==> config.mk <==
export PLATFORM = sky130hd
export DESIGN_NAME = axi_mem_port_arb_flat
export DESIGN_NICKNAME = d
export VERILOG_FILES = /design/src/rtl/axi_mem_port_arb_if.sv /design/src/rtl/axi_mem_port_arb.sv /design/src/flat_wrapper.sv
export SDC_FILE = /design/constraint.sdc
export NUM_CORES = 1
export LEC_CHECK = 0
export BUFFER_PORTS_ARGS = -buffer_cell sky130_fd_sc_hd__buf_2
export CAP_MARGIN = 15
export CELL_PAD_IN_SITES_DETAIL_PLACEMENT = 1
export CELL_PAD_IN_SITES_GLOBAL_PLACEMENT = 1
export CORE_AREA = 2 2 150 152
export CTS_CLUSTER_SIZE = 8
export DETAILED_ROUTE_END_ITERATION = 12
export DIE_AREA = 0 0 152 154
export PLACE_DENSITY = 0.56
export SLEW_MARGIN = 0
export SYNTH_ARGS = -nofsm -noshare
export SYNTH_HDL_FRONTEND = slang
export SYNTH_SLANG_ARGS = --single-unit
==> constraint.sdc <==
create_clock -name ACLK -period 1.55 [get_ports ACLK]
set_clock_uncertainty 0.1 [all_clocks]
set_input_delay 0.0775 -clock ACLK [delete_from_list [all_inputs] [get_ports ACLK]]
set_output_delay 0.0775 -clock ACLK [all_outputs]
set_load 0.02 [all_outputs]
==> src/rtl/axi_mem_port_arb_if.sv <==
// Bundle of the write-beat, read-beat and SRAM command/return signals shared
// by axi_mem_port_arb. "slave" is the arbiter's view, "master" the view of the
// requesters plus the RAM.
interface axi_mem_port_arb_if #(
  parameter int ADDR_WD = 32,
  parameter int DATA_WD = 64,
  parameter int STRB_WD = DATA_WD/8
);
  logic               WR_REQ;
  logic [ADDR_WD-1:0] WR_ADDR;
  logic [DATA_WD-1:0] WR_DATA;
  logic [STRB_WD-1:0] WR_STRB;
  logic               WR_LAST;
  logic               WR_GNT;
  logic               RD_REQ;
  logic [ADDR_WD-1:0] RD_ADDR;
  logic               RD_LAST;
  logic               RD_GNT;
  logic               RD_RVALID;
  logic [DATA_WD-1:0] RD_RDATA;
  logic               RD_RLAST;
  logic [ADDR_WD-1:0] RAM_ADDR;
  logic               RAM_WE;
  logic               RAM_RE;
  logic [DATA_WD-1:0] RAM_WDATA;
  logic [STRB_WD-1:0] RAM_WBE;
  logic [DATA_WD-1:0] RAM_RDATA;

  modport slave (
    input  WR_REQ, WR_ADDR, WR_DATA, WR_STRB, WR_LAST,
    input  RD_REQ, RD_ADDR, RD_LAST, RAM_RDATA,
    output WR_GNT, RD_GNT, RD_RVALID, RD_RDATA, RD_RLAST,
    output RAM_ADDR, RAM_WE, RAM_RE, RAM_WDATA, RAM_WBE
  );

  modport master (
    output WR_REQ, WR_ADDR, WR_DATA, WR_STRB, WR_LAST,
    output RD_REQ, RD_ADDR, RD_LAST, RAM_RDATA,
    input  WR_GNT, RD_GNT, RD_RVALID, RD_RDATA, RD_RLAST,
    input  RAM_ADDR, RAM_WE, RAM_RE, RAM_WDATA, RAM_WBE
  );
endinterface

==> src/rtl/axi_mem_port_arb.sv <==
// Single-port SRAM arbiter between one write-beat and one read-beat requester.
// At most one beat is granted per cycle (combinational grant). MAX_HOLD bounds
// consecutive grants to one side under contention. Read data returns after
// RAM_RD_LAT cycles through a valid/last shift register, with no backpressure.
// Optional feature: define RAM_ARB_BURST_LOCK_EN to keep a burst contiguous
// (a grant with LAST=0 locks the arbiter to that side until its LAST beat).
module axi_mem_port_arb #(
  parameter int ADDR_WD    = 32,
  parameter int DATA_WD    = 64,
  parameter int STRB_WD    = DATA_WD/8,
  parameter int MAX_HOLD   = 4,
  parameter int RAM_RD_LAT = 1
) (
  input  logic                 ACLK,
  input  logic                 ARESETn,
  axi_mem_port_arb_if.slave    bus
);

  localparam int HW = $clog2(MAX_HOLD+1);

  typedef enum logic {SIDE_WR = 1'b0, SIDE_RD = 1'b1} side_e;

  side_e                 last;
  logic [HW-1:0]         hold_cnt;
  logic                  locked;
  logic                  wr_gnt, rd_gnt;
  logic                  hold_full;
  logic [RAM_RD_LAT-1:0] vld_pipe;
  logic [RAM_RD_LAT-1:0] last_pipe;

  assign hold_full = (hold_cnt == HW'(MAX_HOLD));

  // Grant selection: lock owner first, then sole requester, then `last` side
  // unless it has used up its hold budget. Nothing is granted during reset.
  always_comb begin
    wr_gnt = 1'b0;
    rd_gnt = 1'b0;
    if (ARESETn) begin
      if (locked) begin
        if (last == SIDE_WR) wr_gnt = bus.WR_REQ;
        else                 rd_gnt = bus.RD_REQ;
      end else if (bus.WR_REQ && bus.RD_REQ) begin
        if ((last == SIDE_WR) != hold_full) wr_gnt = 1'b1;
        else                                rd_gnt = 1'b1;
      end else begin
        wr_gnt = bus.WR_REQ;
        rd_gnt = bus.RD_REQ;
      end
    end
  end

  // Fairness state: extend the run on the same side, restart it on a switch.
  always_ff @(posedge ACLK or negedge ARESETn) begin
    if (!ARESETn) begin
      last     <= SIDE_WR;
      hold_cnt <= '0;
    end else if (wr_gnt) begin
      if (last == SIDE_WR) hold_cnt <= hold_full ? hold_cnt : hold_cnt + HW'(1);
      else begin
        last     <= SIDE_WR;
        hold_cnt <= HW'(1);
      end
    end else if (rd_gnt) begin
      if (last == SIDE_RD) hold_cnt <= hold_full ? hold_cnt : hold_cnt + HW'(1);
      else begin
        last     <= SIDE_RD;
        hold_cnt <= HW'(1);
      end
    end
  end

`ifdef RAM_ARB_BURST_LOCK_EN
  // Burst lock: held from a non-last beat until the owning side's last beat.
  always_ff @(posedge ACLK or negedge ARESETn) begin
    if (!ARESETn)    locked <= 1'b0;
    else if (wr_gnt) locked <= !bus.WR_LAST;
    else if (rd_gnt) locked <= !bus.RD_LAST;
  end
`else
  // Beats of different bursts may interleave; WR_LAST is not needed here.
  logic unused_wr_last;
  assign locked         = 1'b0;
  assign unused_wr_last = bus.WR_LAST;
`endif

  // Read return: track RAM_RE and RD_LAST for RAM_RD_LAT cycles.
  always_ff @(posedge ACLK or negedge ARESETn) begin
    if (!ARESETn) begin
      vld_pipe  <= '0;
      last_pipe <= '0;
    end else begin
      vld_pipe[0]  <= rd_gnt;
      last_pipe[0] <= rd_gnt & bus.RD_LAST;
      for (int i = 1; i < RAM_RD_LAT; i++) begin
        vld_pipe[i]  <= vld_pipe[i-1];
        last_pipe[i] <= last_pipe[i-1];
      end
    end
  end

  assign bus.WR_GNT    = wr_gnt;
  assign bus.RD_GNT    = rd_gnt;
  assign bus.RAM_WE    = wr_gnt;
  assign bus.RAM_RE    = rd_gnt;
  assign bus.RAM_ADDR  = wr_gnt ? bus.WR_ADDR : (rd_gnt ? bus.RD_ADDR : '0);
  assign bus.RAM_WDATA = bus.WR_DATA;
  assign bus.RAM_WBE   = wr_gnt ? bus.WR_STRB : '0;
  assign bus.RD_RVALID = vld_pipe[RAM_RD_LAT-1];
  assign bus.RD_RLAST  = last_pipe[RAM_RD_LAT-1];
  assign bus.RD_RDATA  = bus.RD_RVALID ? bus.RAM_RDATA : '0;

endmodule

==> src/flat_wrapper.sv <==
// flat-port wrapper written by rule: the top's interface ports become plain ports
module axi_mem_port_arb_flat 
#(
  parameter int ADDR_WD    = 32,
  parameter int DATA_WD    = 64,
  parameter int STRB_WD    = DATA_WD/8,
  parameter int MAX_HOLD   = 4,
  parameter int RAM_RD_LAT = 1
)
  (ACLK, ARESETn, bus_WR_REQ, bus_WR_ADDR, bus_WR_DATA, bus_WR_STRB, bus_WR_LAST, bus_RD_REQ, bus_RD_ADDR, bus_RD_LAST, bus_RAM_RDATA, bus_WR_GNT, bus_RD_GNT, bus_RD_RVALID, bus_RD_RDATA, bus_RD_RLAST, bus_RAM_ADDR, bus_RAM_WE, bus_RAM_RE, bus_RAM_WDATA, bus_RAM_WBE);
  axi_mem_port_arb_if #(.ADDR_WD(ADDR_WD), .DATA_WD(DATA_WD), .STRB_WD(STRB_WD)) bus_i ();
  input  logic ACLK;
  input  logic ARESETn;
  input wire logic [$bits(bus_i.WR_REQ)-1:0] bus_WR_REQ;
  input wire logic [$bits(bus_i.WR_ADDR)-1:0] bus_WR_ADDR;
  input wire logic [$bits(bus_i.WR_DATA)-1:0] bus_WR_DATA;
  input wire logic [$bits(bus_i.WR_STRB)-1:0] bus_WR_STRB;
  input wire logic [$bits(bus_i.WR_LAST)-1:0] bus_WR_LAST;
  input wire logic [$bits(bus_i.RD_REQ)-1:0] bus_RD_REQ;
  input wire logic [$bits(bus_i.RD_ADDR)-1:0] bus_RD_ADDR;
  input wire logic [$bits(bus_i.RD_LAST)-1:0] bus_RD_LAST;
  input wire logic [$bits(bus_i.RAM_RDATA)-1:0] bus_RAM_RDATA;
  output wire logic [$bits(bus_i.WR_GNT)-1:0] bus_WR_GNT;
  output wire logic [$bits(bus_i.RD_GNT)-1:0] bus_RD_GNT;
  output wire logic [$bits(bus_i.RD_RVALID)-1:0] bus_RD_RVALID;
  output wire logic [$bits(bus_i.RD_RDATA)-1:0] bus_RD_RDATA;
  output wire logic [$bits(bus_i.RD_RLAST)-1:0] bus_RD_RLAST;
  output wire logic [$bits(bus_i.RAM_ADDR)-1:0] bus_RAM_ADDR;
  output wire logic [$bits(bus_i.RAM_WE)-1:0] bus_RAM_WE;
  output wire logic [$bits(bus_i.RAM_RE)-1:0] bus_RAM_RE;
  output wire logic [$bits(bus_i.RAM_WDATA)-1:0] bus_RAM_WDATA;
  output wire logic [$bits(bus_i.RAM_WBE)-1:0] bus_RAM_WBE;
  assign bus_i.WR_REQ = bus_WR_REQ;
  assign bus_i.WR_ADDR = bus_WR_ADDR;
  assign bus_i.WR_DATA = bus_WR_DATA;
  assign bus_i.WR_STRB = bus_WR_STRB;
  assign bus_i.WR_LAST = bus_WR_LAST;
  assign bus_i.RD_REQ = bus_RD_REQ;
  assign bus_i.RD_ADDR = bus_RD_ADDR;
  assign bus_i.RD_LAST = bus_RD_LAST;
  assign bus_i.RAM_RDATA = bus_RAM_RDATA;
  assign bus_WR_GNT = bus_i.WR_GNT;
  assign bus_RD_GNT = bus_i.RD_GNT;
  assign bus_RD_RVALID = bus_i.RD_RVALID;
  assign bus_RD_RDATA = bus_i.RD_RDATA;
  assign bus_RD_RLAST = bus_i.RD_RLAST;
  assign bus_RAM_ADDR = bus_i.RAM_ADDR;
  assign bus_RAM_WE = bus_i.RAM_WE;
  assign bus_RAM_RE = bus_i.RAM_RE;
  assign bus_RAM_WDATA = bus_i.RAM_WDATA;
  assign bus_RAM_WBE = bus_i.RAM_WBE;
  axi_mem_port_arb #(.ADDR_WD(ADDR_WD), .DATA_WD(DATA_WD), .STRB_WD(STRB_WD), .MAX_HOLD(MAX_HOLD), .RAM_RD_LAT(RAM_RD_LAT)) u_core (.ACLK(ACLK), .ARESETn(ARESETn), .bus(bus_i));
endmodule
==> results.sh <==
export IMPL_synth_edf_count=0
export IMPL_slew_headroom_pct=80.45
export IMPL_cp_max_fo=10
export IMPL_cts_made_buffers=3
export IMPL_dieArea_um2=23410
export IMPL_antenna_cells=0
export IMPL_ys_flop_type="dfrtp_1"
export IMPL_grt_usage_pct=6.887
export IMPL_irDropWorstVdd_v=0.0003238
export IMPL_drtAntennaViolNets=0
export IMPL_power_density_nw_per_um2=642.9
export IMPL_hpwl_mm=7.030
export IMPL_busiest_layer="met2"
export IMPL_async_flop_share_pct=100.0
export IMPL_whs_ns=-0.004548
export IMPL_port_buffers=250
export IMPL_ys_types=28
export IMPL_finalSetupViolCount=45
export IMPL_pre_cts_ws_ns=-0.2728
export IMPL_place_gp_congestion=0.7298
export IMPL_hold_viol_final=1
export IMPL_clkSinkCount=6
export IMPL_synth_nets=435
export IMPL_grt_pass1_vias=2595
export IMPL_yosysSeqAreaShare_pct=8.602
export IMPL_grt_pass1_wl_mm=13.18
export IMPL_h_tree_depth=1
export IMPL_drv_slew=0
export IMPL_die_width_um=152
export IMPL_min_path_type="input pin to flop"
export IMPL_met2_usage_pct=12.72
export IMPL_power_total_uw=2436
export IMPL_vias=2409
export IMPL_num_nets_final=633
export IMPL_die_h_um=154
export IMPL_cts_root_buf="clkbuf_16"
export IMPL_leakagePower_uw=0.002067
export IMPL_fin_crit_ns=2.023
export IMPL_critPathLaunchType="flop"
export IMPL_yosysMostFrequentCell="and2_1"
export IMPL_drt_iter0_drc=47
export IMPL_final_core_util_pct=17.47
export IMPL_synthCells=227
export IMPL_placementRows=54
export IMPL_critPathRequiredTime_ns=1.37
export IMPL_synth_top_area_cell="buf_4"
export IMPL_vias_per_cell=3.427
export IMPL_grt_max_degree=66
export IMPL_wl_mm=9.248
export IMPL_cts_tree="done"
export IMPL_worst_slew_pin_slew_ns=0.2895
export IMPL_fillCellCount=2636
export IMPL_synthTopCellsByCount="and2_1 (74), buf_4 (68), a22o_1 (32)"
export IMPL_layout_setup_ws_ns=-0.4732
export IMPL_syn_avg_cell_area_um2=7.689
export IMPL_stdcell_count=703
export IMPL_use_met3_pct=3.890
export IMPL_netlist_area_um2=1745
export IMPL_wl_per_cell_um=13.16
export IMPL_drc=0
export IMPL_fmax_mhz=494.3
export IMPL_worstSetupEndpointType="output pin"
export IMPL_synth_area_top_cells="buf_4 (29%), and2_1 (27%), a22o_1 (16%), dfrtp_1 (8.6%), buf_6 (3.2%)"
export IMPL_synth_top_cell_area_share_pct=29.25
export IMPL_drive_gt1_share_pct=77.07
export IMPL_clkTransAtPathRegs_ns=0.03
export IMPL_min_period_over_period_pct=130.5
export IMPL_outcome="finished with violations"
export IMPL_clk_latency_ns=0.23
export IMPL_dr_pass1_iters=4
export IMPL_tns_ns=-19.63
export IMPL_rsz0062_at_grt="yes"
export IMPL_crit_arrival_ns=1.85
export IMPL_grt_antenna_before_repair=0
export IMPL_violations="negative hold slack, negative setup slack"
export IMPL_ys_ff_latch=6
export IMPL_clock_path_buffers=2
export IMPL_ys_warn_count=0
export IMPL_crit_type="flop to output pin"
export IMPL_dpl_cell_count=687
export IMPL_start_util_pct=8.048
export IMPL_core_um2=21690
export IMPL_area_delta_synth_final_pct=117.1
export IMPL_overflow=0
export IMPL_drv_cap=0
export IMPL_io_pins=380
export IMPL_grtUsageMet1_pct=6.249
-- per-stage QoR --
stage	hold WS (ns)	area, µm²
after detailed placement	-0.04914	3181
after global routing	0.01216	3789
final	-0.004548	3789
after CTS	0.01166	3679
after global placement	-0.05125	3181
after floorplan	-0.3181	2072
-- logic make-up after synthesis --
family / share of synthesized area, %
DFF: 8.602
and+or+nand+nor: 29.39
muxes: 1.147
buffers and inverters: 35.91
adders and majority gates: 1.433
AOI/OAI and AO/OA: 23.51
-- state kept, by name (all words and copies together), names as in the netlist --
name                  flops
u_core.hold_cnt           3
u_core.bus.RD_RLAST       1
u_core.bus.RD_RVALID      1
u_core.last               1
-- where the power goes --
part / switching, µW / internal [µW]
Sequential: 49.4 / 205
Clock: 95.0 / 332
Combinational: 839 / 916
-- cell type report --
class	count	area [µm²]	share of cell area (%)
inverter	5	18.77	0.4954
clock buffer	3	75.07	1.982
sequential	6	150.1	3.963
multi-input combinational	133	1301	34.35
tap	280	350.3	9.247
timing repair buffer	276	1893	49.97
-- per-layer routing --
layer	vias to the layer above	share of wire (%)
met1	1063	31
met4	0	3.1
met5	-	0
met3	18	15
li1	1085	-
met2	243	51
-- final timing paths --
path	slack [ns]	end	depth (start not counted)	start
min	-0.005	u_core.bus.RD_RLAST	2	bus_RD_LAST
max reg2reg	-0.11	u_core.bus.RD_RLAST	8	u_core.hold_cnt[0]
max	-0.47	bus_RAM_ADDR[4]	8	u_core.hold_cnt[0]
max in group asynchronous	0.95	u_core.last	3	ARESETn
min reg2reg	0.52	u_core.hold_cnt[0]	3	u_core.hold_cnt[0]
min in group asynchronous	0.27	u_core.hold_cnt[2]	3	ARESETn
-- critical path, stage by stage, from the launching register on --
cell       delay (ns)
dfrtp_1          0.38
inv_2            0.08
ha_4             0.16
and4b_1          0.25
a211oi_4         0.04
buf_6            0.15
clkbuf_16        0.18
a22o_4           0.23
buf_6            0.13
-- placed cells by master (no fill, tap or decap), types with 2 or more instances in the layout --
master     instances
a21oi_1            2
and2_4             9
inv_2              2
dfrtp_1            6
inv_1              3
buf_6             47
buf_12             3
mux2i_1            2
o21ai_0            2
buf_16             3
buf_4             12
a22o_4            31
buf_2            206
and2_1            65
clkbuf_16          6
nand2_1            2
o211ai_1           2
-- what timing repair did --
action | CTS | global route
gates resized for setup | 95 | 5
hold buffers | 1 | 0
setup endpoints to repair | 46 | 47
setup buffers | 5 | 1
cloned | 3 | 3
hold endpoints to repair | 6 | 0
pin swaps | 0 | 6
Power figures use the tool's default switching activity.
